**src/rtl/count_mon_pkg.sv**
```systemverilog
// Shared constants and types for the up/down counter monitor and its predictor.
package count_mon_pkg;

  localparam int WIDTH_DEF    = 6;
  localparam int ERR_W_DEF    = 8;
  localparam int SYNC_LEN_DEF = 2;

  typedef enum logic [1:0] {
    S_IDLE  = 2'd0,
    S_SYNC  = 2'd1,
    S_TRACK = 2'd2
  } state_t;

  localparam logic DIR_UP   = 1'b0;
  localparam logic DIR_DOWN = 1'b1;

endpackage

```
**src/rtl/count_predict.sv**
```systemverilog
// Combinational next-value predictor for the up/down counter contract.
module count_predict
  import count_mon_pkg::*;
#(
  parameter int WIDTH = WIDTH_DEF
) (
  input  logic [WIDTH-1:0] prev_count,
  input  logic             prev_trig,
  input  logic             prev_ctrl,
  output logic [WIDTH-1:0] pred,
  output logic             wrap_cond
);

  localparam logic [WIDTH-1:0] CNT_MAX  = '1;
  localparam logic [WIDTH-1:0] CNT_ZERO = '0;

  // wrap_cond flags a step that legally crosses the max/zero boundary
  always_comb begin
    pred      = prev_count;
    wrap_cond = 1'b0;
    if (prev_trig) begin
      if (prev_ctrl == DIR_DOWN) begin
        pred      = prev_count - WIDTH'(1);
        wrap_cond = (prev_count == CNT_ZERO);
      end else begin
        pred      = prev_count + WIDTH'(1);
        wrap_cond = (prev_count == CNT_MAX);
      end
    end
  end

endmodule

```
**src/rtl/count_monitor.sv**
```systemverilog
// Passive checker that locks onto an up/down counter stream and tallies tracking errors.
module count_monitor
  import count_mon_pkg::*;
#(
  parameter int WIDTH    = WIDTH_DEF,
  parameter int ERR_W    = ERR_W_DEF,
  parameter int SYNC_LEN = SYNC_LEN_DEF
) (
  input  logic             clk,
  input  logic             reset,
  input  logic             trig,
  input  logic             ctrl,
  input  logic [WIDTH-1:0] count,
  output logic             locked,
  output logic             mismatch,
  output logic [ERR_W-1:0] err_count,
  output logic [WIDTH-1:0] expected,
  output logic             wrap
);

  localparam logic [3:0]       SYNC_TARGET = 4'(SYNC_LEN);
  localparam logic [ERR_W-1:0] ERR_MAX     = '1;

  logic [WIDTH-1:0] prev_count_reg;
  logic             prev_trig_reg;
  logic             prev_ctrl_reg;
  state_t           state_reg;
  logic [3:0]       match_cnt_reg;
  logic [3:0]       match_cnt_next;
  logic [WIDTH-1:0] pred;
  logic             wrap_cond;
  logic             hit;

  count_predict #(
    .WIDTH(WIDTH)
  ) u_predict (
    .prev_count(prev_count_reg),
    .prev_trig (prev_trig_reg),
    .prev_ctrl (prev_ctrl_reg),
    .pred      (pred),
    .wrap_cond (wrap_cond)
  );

  assign hit            = (count == pred);
  assign match_cnt_next = match_cnt_reg + 4'd1;

  always_ff @(posedge clk) begin
    if (!reset) begin
      prev_count_reg <= '0;
      prev_trig_reg  <= 1'b0;
      prev_ctrl_reg  <= 1'b0;
      state_reg      <= S_IDLE;
      match_cnt_reg  <= 4'd0;
      locked         <= 1'b0;
      mismatch       <= 1'b0;
      err_count      <= '0;
      expected       <= '0;
      wrap           <= 1'b0;
    end else begin
      // the observed sample always becomes the reference, so re-sync starts from it
      prev_count_reg <= count;
      prev_trig_reg  <= trig;
      prev_ctrl_reg  <= ctrl;
      expected       <= pred;
      mismatch       <= 1'b0;
      wrap           <= 1'b0;
      case (state_reg)
        S_IDLE: begin
          state_reg <= S_SYNC;
        end
        S_SYNC: begin
          if (hit) begin
            match_cnt_reg <= match_cnt_next;
            if (match_cnt_next >= SYNC_TARGET) begin
              state_reg <= S_TRACK;
              locked    <= 1'b1;
            end
          end else begin
            match_cnt_reg <= 4'd0;
          end
        end
        S_TRACK: begin
          if (hit) begin
            wrap <= wrap_cond;
          end else begin
            mismatch      <= 1'b1;
            locked        <= 1'b0;
            match_cnt_reg <= 4'd0;
            state_reg     <= S_SYNC;
            if (err_count != ERR_MAX) begin
              err_count <= err_count + ERR_W'(1);
            end
          end
        end
        default: begin
          state_reg <= S_IDLE;
        end
      endcase
    end
  end

endmodule

```
**config.mk**
```make
export PLATFORM = sky130hd
export DESIGN_NAME = count_monitor
export DESIGN_NICKNAME = d
export VERILOG_FILES = /design/src/rtl/count_mon_pkg.sv /design/src/rtl/count_predict.sv /design/src/rtl/count_monitor.sv
export SDC_FILE = /design/constraint.sdc
export NUM_CORES = 1
export LEC_CHECK = 0
export ABC_AREA = 1
export CORE_MARGIN = 2
export CORE_UTILIZATION = 50
export CTS_BUF_LIST = sky130_fd_sc_hd__clkbuf_2 sky130_fd_sc_hd__clkbuf_4 sky130_fd_sc_hd__clkbuf_8
export DETAILED_ROUTE_END_ITERATION = 10
export HOLD_SLACK_MARGIN = 0.02
export PLACE_DENSITY = 0.83
export SETUP_SLACK_MARGIN = 0.3
export SYNTH_ARGS = -nofsm -noshare
export SYNTH_HDL_FRONTEND = slang
export SYNTH_SLANG_ARGS = --single-unit
```
**constraint.sdc**
```tcl
create_clock -name clk -period 2.4 [get_ports clk]
set_input_delay 0.36 -clock clk [delete_from_list [all_inputs] [get_ports clk]]
set_output_delay 0.36 -clock clk [all_outputs]
set_load 0.01 [all_outputs]
```
==> summary.txt <==
Yosys reg bits - 31
Leak Pwr - 1.01 nW
ys flop type - dfxtp_1
Util after Layout - 0.697
Post-synth EDFFs - 0
first-pass iteration count of the detailed router - 5
most frequent cell after synthesis - nand2_1
instance area after placement - 1980 µm²
final setup fails - 0
Clock transition at path regs - 90 ps
Worst EP arrival - 2320 ps
r2r endpoint - state_reg[0]
sequential standard cell area - 633 µm²
initial antenna violation count - 0
critical path type - reg -> reg
top cells by count, synth - nand2_1 (62), inv_1 (34), dfxtp_1 (31)
post-route cell area - 2160 µm²
period utilisation layout - 0.872
net switching power - 265 µW
CP startpoint kind - register
worst slew pin tran - 477 ps
GRT overflow - 0
synthesized cell area - 1670 µm²
Mapped Cells - 237
Detail Placement HPWL - 2440 µm
Residual DRC - 0
pre-CTS setup slack - 110 ps
slack of the critical path - 306 ps
number of nets with antenna violations after routing - 0
Die H - 61.8 µm
total power - 1.00 mW
Critical R2R Launch - prev_count_reg[0]
later-pin clock latency in the skew report - 320 ps
ranking of synthesized cells by area - dfxtp_1 (37%), nand2_1 (14%), nand3_1 (8.1%), inv_1 (7.6%), a21oi_1 (5.4%)
Fillers - 277
Synth Net Count - 255
TritonCTS Sinks - 31
CP max FO - 7
Sw Ratio - 0.264
worst path required time - 2630 ps
first-iteration detailed-routing DRC count - 33
PD cells - 464 nW/µm²
crit path capture type - register
routed length per instance - 11.0 µm
vias - 1,621
status - finished clean
worst-case clock buffer depth - 2
crit-path max cell delay - 570 ps
Setup TNS - 0 ps
Syn Area/Cell - 7.04 µm²
final net count - 295
r2r setup slk - 310 ps
Multi-input gate area - 933 µm²
vias in the first global route - 1,363
first-pass GRT wire length - 5670 µm
total wire length - 3540 µm
Reg power frac - 0.541
number of warnings issued by yosys - 0
CTS Root Cell - clkbuf_4
cts bufs inserted - 5
clock share of power - 0.303
Initial Utilization - 0.538
Tightest Hold Check Type - reg -> reg
Seq/Total Area, Yosys - 0.372
max reg flops - 8
Peak VDD IR - 0.000350 V
GRT Util Overall - 0.201
fraction of registers with async set or reset after synthesis - 0
Setup crit end - state_reg[0]
unrepaired setup endpoints after global routing - true
final hold vios - 0
DIE WIDTH - 61.8 µm
Netlist cell types - 24
CTS tree - built
layout cells sized above 1 - 0.140
Syn-to-layout area delta - 29.5%
Max Cap Viol - 0
leading area contributor after synthesis - dfxtp_1
CP most frequent cell - nand2_1
fmax - 478 MHz
die area - 3820 µm²
FF-to-FF path depth - 13
core area - 3100 µm²
CTS Hold Bufs - 0
Max Slew Vio Count - 0
combinational share of power - 0.156
pin count of the biggest net entering global routing - 14
row count - 20
Cell Chain, Critical Path - fa_2, nand2_2, nand2_1, nand2_1, nand2_1, nand3_1, nor2_1, nand3_1, nor2_2, nand2_4, or2_1, nand2_1, inv_1
Antenna diodes - 0
Synth top area share - 0.372
DR vias/cell - 5.03
H-tree level count - 2
Layout Skew - 9.85 ps
slowest CP cell - fa_2
internal power - 738 µW
Ports - 27
GP Congestion - 0.845
PortBufs - 26
fin crit period - 2090 ps
Worst slew margin - 0.682
crit path launch - prev_count_reg[0]
## cell families after synthesis
family,count (synthesis),share of synthesized area
AO/OA/AOI/OAI,21,0.0667
XOR/XNOR,8,0.0420
adder cells (fa/ha/maj),8,0.0645
buffers and inverters,40,0.102
flip-flops,31,0.372
AND/OR/NAND/NOR,129,0.353
## per-stage QoR
stage	std cells	hold slack, ps
2_1_floorplan	237	453
3_3_place_gp	307	464
3_5_place_dp	307	482
4_1_cts	319	506
5_1_grt	322	528
6_report	322	491
## worst min-delay path by stage
stage                                   end  depth (start not counted)    startpoint  slack, ps
final                                locked                          2        locked        490
after global routing           err_count[5]                          2  err_count[5]        530
after CTS                            locked                          2        locked        510
after detailed placement             locked                          2        locked        480
after global placement               locked                          2        locked        460
after floorplan           prev_count_reg[0]                          2      count[0]        450
## area by class of cell
type / instances / area share
clock buffer: 7 / 0.0243
clock inverter: 1 / 0.00231
inverter: 36 / 0.0648
multi-input combinational: 166 / 0.432
sequential: 31 / 0.293
tap: 44 / 0.0255
timing repair buffer: 37 / 0.159
## critical path, delay by kind of cell, from the launching register on
family | cells | cell delay, ps
fa+ha+maj | 1 | 570
buf+inv | 1 | 30
flops | 1 | 360
simple gates | 11 | 1040
## cell usage in the layout, fill, tap and decap left out, types with 2 or more instances in the layout
cell / n
nand3b_1: 3
xor2_1: 3
clkbuf_4: 7
a21oi_2: 2
dfxtp_4: 3
nand2_1: 59
dfxtp_1: 27
nor4_1: 2
nand2_2: 4
buf_4: 11
a21oi_1: 16
nand2_4: 2
nor2_1: 16
nand3_1: 26
clkdlybuf4s50_1: 26
nand4_1: 11
xnor2_1: 5
ha_1: 6
inv_1: 34
## metal layers
layer,up-vias,GRT usage,share of wire
met2,46,0.317,0.47
met4,0,0.0669,0.0096
met5,-,0,0
met1,724,0.265,0.47
li1,845,-,-
met3,6,0.0600,0.057
## power by group through the flow
stage               clock network, mW  registers (mW)  logic [mW]
finish                          0.303           0.542       0.157
global route                    0.335           0.544       0.174
CTS                             0.315           0.542       0.142
detailed placement                  0           0.556       0.132
global placement                    0           0.556       0.131
floorplan                           0           0.554      0.0853
## repair_timing
| item | 4_1_cts | 5_1_grt |
|---|---|---|
| resized for setup | 12 | 10 |
| pin swaps | 9 | 14 |
| endpoints found under the setup margin | 15 | 16 |
| setup buffers | 4 | 3 |
(Power assumes the default switching activity.)
